[config.mk]
export PLATFORM = sky130hd
export DESIGN_NAME = rename_maptable
export DESIGN_NICKNAME = d
export VERILOG_FILES = /design/src/rtl/rename_maptable.sv
export SDC_FILE = /design/constraint.sdc
export NUM_CORES = 2
export LEC_CHECK = 0
export ABC_CLOCK_PERIOD_IN_PS = 4200
export BUFFER_PORTS_ARGS = -buffer_cell sky130_fd_sc_hd__clkbuf_2
export CELL_PAD_IN_SITES_DETAIL_PLACEMENT = 2
export CELL_PAD_IN_SITES_GLOBAL_PLACEMENT = 2
export CORE_ASPECT_RATIO = 1.2
export CORE_MARGIN = 4
export CORE_UTILIZATION = 30
export DETAILED_ROUTE_END_ITERATION = 7
export GPL_ROUTABILITY_DRIVEN = 0
export PLACE_DENSITY_LB_ADDON = 0.1
export SLEW_MARGIN = 25
export SYNTH_ARGS = -nofsm -noshare
export SYNTH_HDL_FRONTEND = slang
export SYNTH_SLANG_ARGS = --single-unit
[constraint.sdc]
create_clock -name clock -period 4.2 [get_ports clock]
set_input_delay 0.84 -clock clock [delete_from_list [all_inputs] [get_ports clock]]
set_output_delay 0.84 -clock clock [all_outputs]
set_load 0.1 [all_outputs]
[src/rtl/rename_maptable.sv]
// rename_maptable: N-way speculative register rename stage.
// Translates up to N in-order instructions' architectural sources and
// destinations into physical tags each cycle. Holds the speculative map and
// per-physical-register ready bits, and restores from the committed map on a
// mispredict pulse.
//
// Ports:
//   clock, reset_n          clock, asynchronous active-low reset
//   disp_valid[N]           lane valid, contiguous from lane 0
//   src1/src2/dest_arch     N x 5 architectural indices
//   dest_wr[N]              instruction writes dest_arch
//   rob_space               downstream slots free this cycle
//   AllocReqMask[N]         lanes taking a freelist tag (to freelist)
//   FreeReg                 N x TW next free tags from freelist
//   FreeSlotsForN           tags available, min(N, free)
//   disp_accept             number of leading lanes renamed this cycle
//   src1/src2_tag, _ready   renamed source tags and availability
//   dest_tag, told_tag      new physical destination, previous mapping
//   cdb_valid, cdb_tag      completion broadcast
//   BPRecoverEN             mispredict recovery pulse
//   archi_maptable          committed architectural map (ARCH_COUNT x TW)
module rename_maptable #(
    parameter int unsigned N          = 2,
    parameter int unsigned PR_COUNT   = 64,
    parameter int unsigned ARCH_COUNT = 32
) (
    input  logic                             clock,
    input  logic                             reset_n,
    input  logic [N-1:0]                     disp_valid,
    input  logic [N*5-1:0]                   src1_arch,
    input  logic [N*5-1:0]                   src2_arch,
    input  logic [N*5-1:0]                   dest_arch,
    input  logic [N-1:0]                     dest_wr,
    input  logic [$clog2(N+1)-1:0]           rob_space,
    output logic [N-1:0]                     AllocReqMask,
    input  logic [N*$clog2(PR_COUNT)-1:0]    FreeReg,
    input  logic [$clog2(N+1)-1:0]           FreeSlotsForN,
    output logic [$clog2(N+1)-1:0]           disp_accept,
    output logic [N*$clog2(PR_COUNT)-1:0]    src1_tag,
    output logic [N*$clog2(PR_COUNT)-1:0]    src2_tag,
    output logic [N-1:0]                     src1_ready,
    output logic [N-1:0]                     src2_ready,
    output logic [N*$clog2(PR_COUNT)-1:0]    dest_tag,
    output logic [N*$clog2(PR_COUNT)-1:0]    told_tag,
    input  logic [N-1:0]                     cdb_valid,
    input  logic [N*$clog2(PR_COUNT)-1:0]    cdb_tag,
    input  logic                             BPRecoverEN,
    input  logic [ARCH_COUNT*$clog2(PR_COUNT)-1:0] archi_maptable
);

    localparam int unsigned TW = $clog2(PR_COUNT);
    localparam int unsigned CW = $clog2(N+1);
    localparam int unsigned AW = 5;

    logic [TW-1:0]       map_q [ARCH_COUNT];
    logic [TW-1:0]       map_d [ARCH_COUNT];
    logic [PR_COUNT-1:0] ready_q;
    logic [PR_COUNT-1:0] ready_d;

    logic [N-1:0]         wr_c;
    logic [N-1:0]         acc_c;
    logic [N-1:0]         alloc_c;
    logic [N-1:0][TW-1:0] new_tag_c;
    logic [CW-1:0]        acc_cnt_c;

    // Prefix acceptance and freelist tag assignment. Tag selection never
    // feeds back into the mask, so FreeReg has no path to AllocReqMask.
    always_comb begin : accept_alloc
        logic          ok;
        logic [CW-1:0] need;
        logic [CW-1:0] kidx;
        wr_c      = '0;
        acc_c     = '0;
        alloc_c   = '0;
        new_tag_c = '0;
        acc_cnt_c = '0;
        ok        = 1'b1;
        need      = '0;
        kidx      = '0;
        for (int i = 0; i < N; i++) begin
            wr_c[i]    = dest_wr[i] && (dest_arch[i*AW +: AW] != '0);
            need       = need + CW'(wr_c[i]);
            acc_c[i]   = ok && disp_valid[i] && (CW'(i) < rob_space) &&
                         (need <= FreeSlotsForN) && !BPRecoverEN;
            ok         = acc_c[i];
            alloc_c[i] = acc_c[i] && wr_c[i];
            if (wr_c[i] && (kidx < CW'(N))) begin
                new_tag_c[i] = FreeReg[kidx*TW +: TW];
            end
            if (wr_c[i]) begin
                kidx = kidx + CW'(1);
            end
            acc_cnt_c = acc_cnt_c + CW'(acc_c[i]);
        end
    end

    assign disp_accept  = reset_n ? acc_cnt_c : '0;
    assign AllocReqMask = reset_n ? alloc_c   : '0;

    // Source/told lookup; k = 0: src1, 1: src2, 2: dest (told).
    // Youngest older allocating lane in the bundle overrides the map.
    always_comb begin : rename_lookup
        logic [AW-1:0] arch;
        logic [TW-1:0] tag;
        logic          rdy;
        src1_tag   = '0;
        src2_tag   = '0;
        src1_ready = '0;
        src2_ready = '0;
        dest_tag   = '0;
        told_tag   = '0;
        arch       = '0;
        tag        = '0;
        rdy        = 1'b0;
        for (int i = 0; i < N; i++) begin
            for (int k = 0; k < 3; k++) begin
                if (k == 0)      arch = src1_arch[i*AW +: AW];
                else if (k == 1) arch = src2_arch[i*AW +: AW];
                else             arch = dest_arch[i*AW +: AW];
                tag = map_q[arch];
                rdy = ready_q[tag];
                for (int c = 0; c < N; c++) begin
                    if (cdb_valid[c] && (cdb_tag[c*TW +: TW] == tag)) rdy = 1'b1;
                end
                for (int j = 0; j < i; j++) begin
                    if (alloc_c[j] && (dest_arch[j*AW +: AW] == arch)) begin
                        tag = new_tag_c[j];
                        rdy = 1'b0;
                    end
                end
                // r0 is hardwired: tag 0, always ready.
                if (arch == '0) begin
                    tag = '0;
                    rdy = 1'b1;
                end
                if (k == 0) begin
                    src1_tag[i*TW +: TW] = tag;
                    src1_ready[i]        = rdy;
                end else if (k == 1) begin
                    src2_tag[i*TW +: TW] = tag;
                    src2_ready[i]        = rdy;
                end else begin
                    told_tag[i*TW +: TW] = tag;
                end
            end
            dest_tag[i*TW +: TW] = new_tag_c[i];
        end
        if (!reset_n) begin
            src1_tag   = '0;
            src2_tag   = '0;
            dest_tag   = '0;
            told_tag   = '0;
            src1_ready = '1;
            src2_ready = '1;
        end
    end

    // Next map/ready state; the clear loop runs after the CDB set loop so a
    // same-tag clear wins.
    always_comb begin : next_state
        map_d   = map_q;
        ready_d = ready_q;
        if (BPRecoverEN) begin
            for (int r = 0; r < ARCH_COUNT; r++) begin
                map_d[r] = archi_maptable[r*TW +: TW];
            end
            ready_d = '1;
        end else begin
            for (int i = 0; i < N; i++) begin
                if (alloc_c[i]) map_d[dest_arch[i*AW +: AW]] = new_tag_c[i];
            end
            for (int c = 0; c < N; c++) begin
                if (cdb_valid[c]) ready_d[cdb_tag[c*TW +: TW]] = 1'b1;
            end
            for (int i = 0; i < N; i++) begin
                if (alloc_c[i]) ready_d[new_tag_c[i]] = 1'b0;
            end
        end
    end

    // State registers.
    always_ff @(posedge clock or negedge reset_n) begin
        if (!reset_n) begin
            for (int r = 0; r < ARCH_COUNT; r++) begin
                map_q[r] <= TW'(r);
            end
            ready_q <= '1;
        end else begin
            map_q   <= map_d;
            ready_q <= ready_d;
        end
    end

endmodule
[After elaboration in Yosys (flattened, before gate mapping)]
Index checks and enable logic that the tools add are counted.
Cells by class
  $add $sub $neg: 2
  $mul: 1
  $lt $le $gt $ge: 25
  equal/unequal tests: 11
  shift operators: 1
  multiplexer cells: 86
  bitwise logic cells: 12
  reduce and logical (&&, ||, !) cells: 38
Operators with widths (number)
  192-bit two-way mux: 4
  64-bit two-way mux: 8
  192-bit bitwise mux: 2
  6-bit binary-select mux with 5-bit select: 6
  6-bit two-way mux: 25
  64-bit bitwise AND: 2
  64-bit NOT: 2
  64-bit bitwise OR: 2
  6-bit demux with 5-bit select: 2
  6-bit by 7-bit < comparator with 1-bit output, second input constant: 8
  6-bit equality test: 8
  12-bit two-way mux: 4
  6-bit >= comparator, second input constant: 6
  5-bit NOT with 6-bit output: 6
  5-bit zero test: 6
  1-bit logical AND: 29
  1-bit binary-select mux with 6-bit select: 4
  1-bit demux with 6-bit select: 4
  6-bit by 1-bit >= comparator with 1-bit output, second input constant: 4
  1-bit two-way mux: 23
  5-bit equality test: 3
  6-bit by 1-bit < comparator with 1-bit output, second input constant: 2
  12-bit by 5-bit variable part select with 6-bit output: 1
  5-bit nonzero test: 2
  8 further kinds: 13
Storage, ports and cells
  bits in registers: 256
  output and inout port bits: 56
  word-level logic and storage cells: 209

[Logic depth before layout (Yosys ltp)]
  depth after elaboration: 16
  gate-level depth with buffers: 21
  mapped depth without buffers: 17

[Least setup slack after synthesis]
No wires, ideal clock.
  kind: input-to-output
  start: input port dest_arch[3]
  end: output port src1_tag[11]
  arrival: 5.610 ns
  setup slack: -2.250 ns
  stages on the path: 12
  path buffers: 3
  path through: or3_1 -> or3_1 -> clkbuf_1 -> nand2_1 -> ha_1 -> nor3_1 -> nor4b_2 -> and3_1 -> clkbuf_1 -> clkbuf_1 -> nand4_1 -> a211oi_1
Between the ends
  word-level cells in the longest chain between the ends: 10
RTL lines
  from (decl): line 32  | input logic [N*5-1:0] dest_arch,
  5-bit nonzero test: line 81  | wr_c[i] = dest_wr[i] && (dest_arch[i*AW +: AW] != '0);
  1-bit logical AND: line 81
  1-bit by 2-bit less-or-equal comparator with 1-bit output: line 84  | (need <= FreeSlotsForN) && !BPRecoverEN;
  1-bit logical AND: line 83  | acc_c[i] = ok && disp_valid[i] && (CW'(i) < rob_space) &&
  1-bit logical AND: line 84
  1-bit logical AND: line 86  | alloc_c[i] = acc_c[i] && wr_c[i];
  1-bit logical AND: line 126  | if (alloc_c[j] && (dest_arch[j*AW +: AW] == arch)) begin
  6-bit two-way mux *: line 126
  6-bit two-way mux *: line 132  | if (arch == '0) begin
  12-bit two-way mux *: line 148  | if (!reset_n) begin
  to (decl): line 39  | output logic [N*$clog2(PR_COUNT)-1:0] src1_tag,
Mark *: on every way between the ends. The rest lies on a longest branch, timed or not.

[Worst setup path in the final report]
  start: register map_q[140] (netlist name)
  end: output port src1_ready[0]
Between the ends
  word-level cells in the longest chain between the ends: 9
RTL lines
  from (decl): line 55  | logic [TW-1:0] map_q [ARCH_COUNT];
  from (signal, indexed assignment): line 185  | map_q[r] <= TW'(r);
  from (signal assigned): line 189  | map_q <= map_d;
  6-bit binary-select mux with 5-bit select *: line 120  | tag = map_q[arch];
  6-bit two-way mux (not written as such) * (2 in a row): line 120
  1-bit binary-select mux with 6-bit select or 6-bit equality test (tied branches): line 121, 123
  1-bit two-way mux (not written as such) or 1-bit logical AND (tied branches): line 121, 123
  1-bit two-way mux: line 123  | if (cdb_valid[c] && (cdb_tag[c*TW +: TW] == tag)) rdy = 1'b1;
  1-bit two-way mux *: line 123
  1-bit two-way mux *: line 132
  2-bit two-way mux *: line 148
  to (decl): line 41  | output logic [N-1:0] src1_ready,
Mark *: on every way between the ends. The rest lies on a longest branch, timed or not. The select of a mux whose other input is x is not followed.

==> impl_metrics.env <==
export IMPL_hold_viol_final=0
export IMPL_setup_violations=30
export IMPL_grt_total_usage_pct=42.93
export IMPL_total_power_mw=11.86
export IMPL_die_h_um=345.8
export IMPL_fill_cells=10210
export IMPL_clock_sinks=256
export IMPL_yosysWarnings=0
export IMPL_h_tree_depth=2
export IMPL_clk_latency_ns=0.61
export IMPL_core_um2=94030
export IMPL_clockBufferDepth=3
export IMPL_outcome="complete, but fails checks"
export IMPL_critPathLaunchType="register"
export IMPL_total_leakage_power_nw=15.78
export IMPL_synth_nets=3486
export IMPL_dp_hpwl_mm=169.5
export IMPL_cts_buffers_inserted=35
export IMPL_grt_ovfl_total=0
export IMPL_skew_ns=0
export IMPL_grt_max_degree=174
export IMPL_slew_headroom_pct=33.58
export IMPL_synth_area_um2=28520
export IMPL_io_buffers=314
export IMPL_wl_mm=220.8
export IMPL_ios=315
export IMPL_drive_gt1_share_pct=42.84
export IMPL_grt_pass1_wl_mm=301.7
export IMPL_num_rows=123
export IMPL_final_cells=5209
export IMPL_ys_types=89
export IMPL_route_detailed_drc=0
export IMPL_holdCritPathClass="input pin to asynchronous set/reset pin"
export IMPL_crit_start="map_q[140]"
export IMPL_finalNetCount=4173
export IMPL_fmax_mhz=201.9
export IMPL_ir_drop_v=0.0002670
export IMPL_final_setup_tns_ns=-8.280
export IMPL_dr_total_vias=35660
export IMPL_initial_core_util_pct=30.33
export IMPL_path_max_fanout=7
export IMPL_ys_flop_type="dfstp_2"
export IMPL_worstRegToRegCells=6
export IMPL_rr_endpoint="map_q[125]"
export IMPL_synth_edf_count=0
export IMPL_synthMostInstantiatedCell="nand2_1"
export IMPL_dr_pass1_iters=6
export IMPL_fin_crit_sh_pct=117.9
export IMPL_synth_top_area_share_pct=18.16
export IMPL_grt_pass1_vias=37470
export IMPL_wl_per_cell_um=42.39
export IMPL_slew_viol_final=0
export IMPL_violations="negative setup slack"
export IMPL_synth_area_leader_cell="mux4_2"
export IMPL_async_reset_ff_share_pct=100.0
export IMPL_ys_seq_elements=256
export IMPL_antenna_found_initial=27
export IMPL_tightest_slew_ns=0.9932
export IMPL_avgSynthCellArea_um2=8.853
export IMPL_max_cap_violations=0
export IMPL_cp_endpoint="src1_ready[0]"
export IMPL_fin_ws_ns=-0.7523
export IMPL_clkTransAtPathRegs_ns=0.06
export IMPL_vias_per_cell=6.846
export IMPL_dieArea_um2=100100
export IMPL_critPathArrivalTime_ns=4.11
export IMPL_drt_iter0_drc=4761
export IMPL_cts_root_buf="clkbuf_16"
export IMPL_place_ws_ns=-0.8219
export IMPL_yosysSeqAreaShare_pct=23.09
export IMPL_rsz0062_at_grt="true"
export IMPL_required_ns=3.36
export IMPL_die_w_um=289.5
export IMPL_r2r_start="map_q[125]"
export IMPL_synth_common_cells="nand2_1, mux2i_1, o21ai_0"
export IMPL_area_delta_synth_final_pct=37.31
export IMPL_critical_path_class="register to output port"
export IMPL_period_needed_ns=4.952
export IMPL_finish_utilization_pct=41.65
export IMPL_cts_tree="yes"
export IMPL_dp_cells=5065
export IMPL_power_density_nw_per_um2=302.9
export IMPL_postRouteAntennaNets=0
export IMPL_critPathCaptureType="output port"
export IMPL_synth_area_leaders="mux4_2, dfstp_2, mux2i_1"
export IMPL_syn_inst=3222
export IMPL_rrSetupSlack_ns=2.59
[worst max-delay path: stages, from the launching register on]
cell      delay [ns]
dfrtp_1         0.59
mux4_1          0.56
mux4_2          0.53
mux2i_4         0.31
buf_4           0.17
mux4_1          0.55
inv_1           0.08
a21oi_1         0.08
a2111o_2        0.43
buf_12          0.18
[layout make-up]
| class | count | area, µm² | area share, % |
|---|---|---|---|
| clock buffers | 56 | 1055 | 2.693 |
| multi-input cells | 2622 | 21240 | 54.23 |
| diodes | 23 | 57.56 | 0.1470 |
| repair buffers | 965 | 8387 | 21.41 |
| well taps | 1250 | 1564 | 3.993 |
| inverters | 29 | 118.9 | 0.3035 |
| flip-flops and latches | 256 | 6630 | 16.93 |
| clock inverters | 8 | 113.9 | 0.2907 |
[layout by cell type, fill, tap and decap left out, types with 23 or more instances in the layout]
cell and count:
mux2i_1 332, buf_6 35, nor2_1 246, o21ai_1 33
mux4_2 234, clkbuf_16 39, or2_2 39, o211ai_1 57
xor2_1 33, xnor2_1 30, mux2_2 40, o21bai_1 26
buf_4 553, clkbuf_2 245, dfrtp_1 87, dfstp_2 142
o21ai_0 279, nand2_1 401, buf_12 112, a22oi_1 38
o22ai_1 158, nand3_1 54, dfrtp_2 23, o221ai_1 24
a21oi_1 195, nor3_1 23, diode_2 23
[worst min-delay path by stage]
stage | startpoint | end | slack [ns] | cells after the start
finish | reset_n | map_q[38] | 0.11 | 1
global route | reset_n | map_q[38] | 0.12 | 1
CTS | reset_n | map_q[38] | 0.13 | 1
detailed placement | ready_q[0] | ready_q[0] | 0.57 | 2
global placement | ready_q[0] | ready_q[0] | 0.57 | 2
floorplan | ready_q[0] | ready_q[0] | 0.53 | 2
[what timing repair did]
item,CTS,global route
pin swaps,48,28
endpoints found under the setup margin,27,48
hold buffers,0,0
setup buffers,41,20
gates cloned,5,3
resized for setup,134,79
[power by group]
| part | total (mW) | leakage, nW | switching (mW) | internal (mW) |
|---|---|---|---|---|
| Sequential | 3.40 | 2.85 | 0.693 | 2.70 |
| Combinational | 5.25 | 12.4 | 3.01 | 2.24 |
| Clock | 3.22 | 0.562 | 1.42 | 1.80 |
| Total | 11.9 | 15.8 | 5.12 | 6.74 |
[routing by layer]
layer / wire, µm / up-vias / global-route usage, % / share of wire [%]
li1: - / 13590 / - / -
met1: 72310 / 17900 / 45.17 / 33
met3: 23280 / 1281 / 15.56 / 11
met2: 96680 / 2887 / 65.26 / 44
met5: 0 / - / 0.5392 / 0
met4: 28530 / 0 / 41.64 / 13
[registers in the layout, indices dropped and copies added, names as in the netlist]
register	count
ready_q	64
map_q	192
[cell families (layout without fill, tap and decap cells)]
kind of cell             Yosys count  in the layout  share of synthesized area, %
AND/OR/NAND/NOR                  985            985                         15.66
flip-flops                       256            256                         23.09
other                              0             23                             0
AO/OA/AOI/OAI                    923            923                         19.46
buffers and inverters            344           1058                         5.567
adder cells (fa/ha/maj)            5              5                        0.2193
multiplexers                     646            646                         34.06
XOR/XNOR                          63             63                         1.934
[per-stage QoR]
step | hold WS [ns] | cell area, µm²
2_1_floorplan | 0.5296 | 29080
3_3_place_gp | 0.5706 | 36530
3_5_place_dp | 0.5748 | 36530
4_1_cts | 0.1326 | 38620
5_1_grt | 0.1183 | 39120
6_report | 0.1055 | 39170
(Power assumes the default switching activity.)
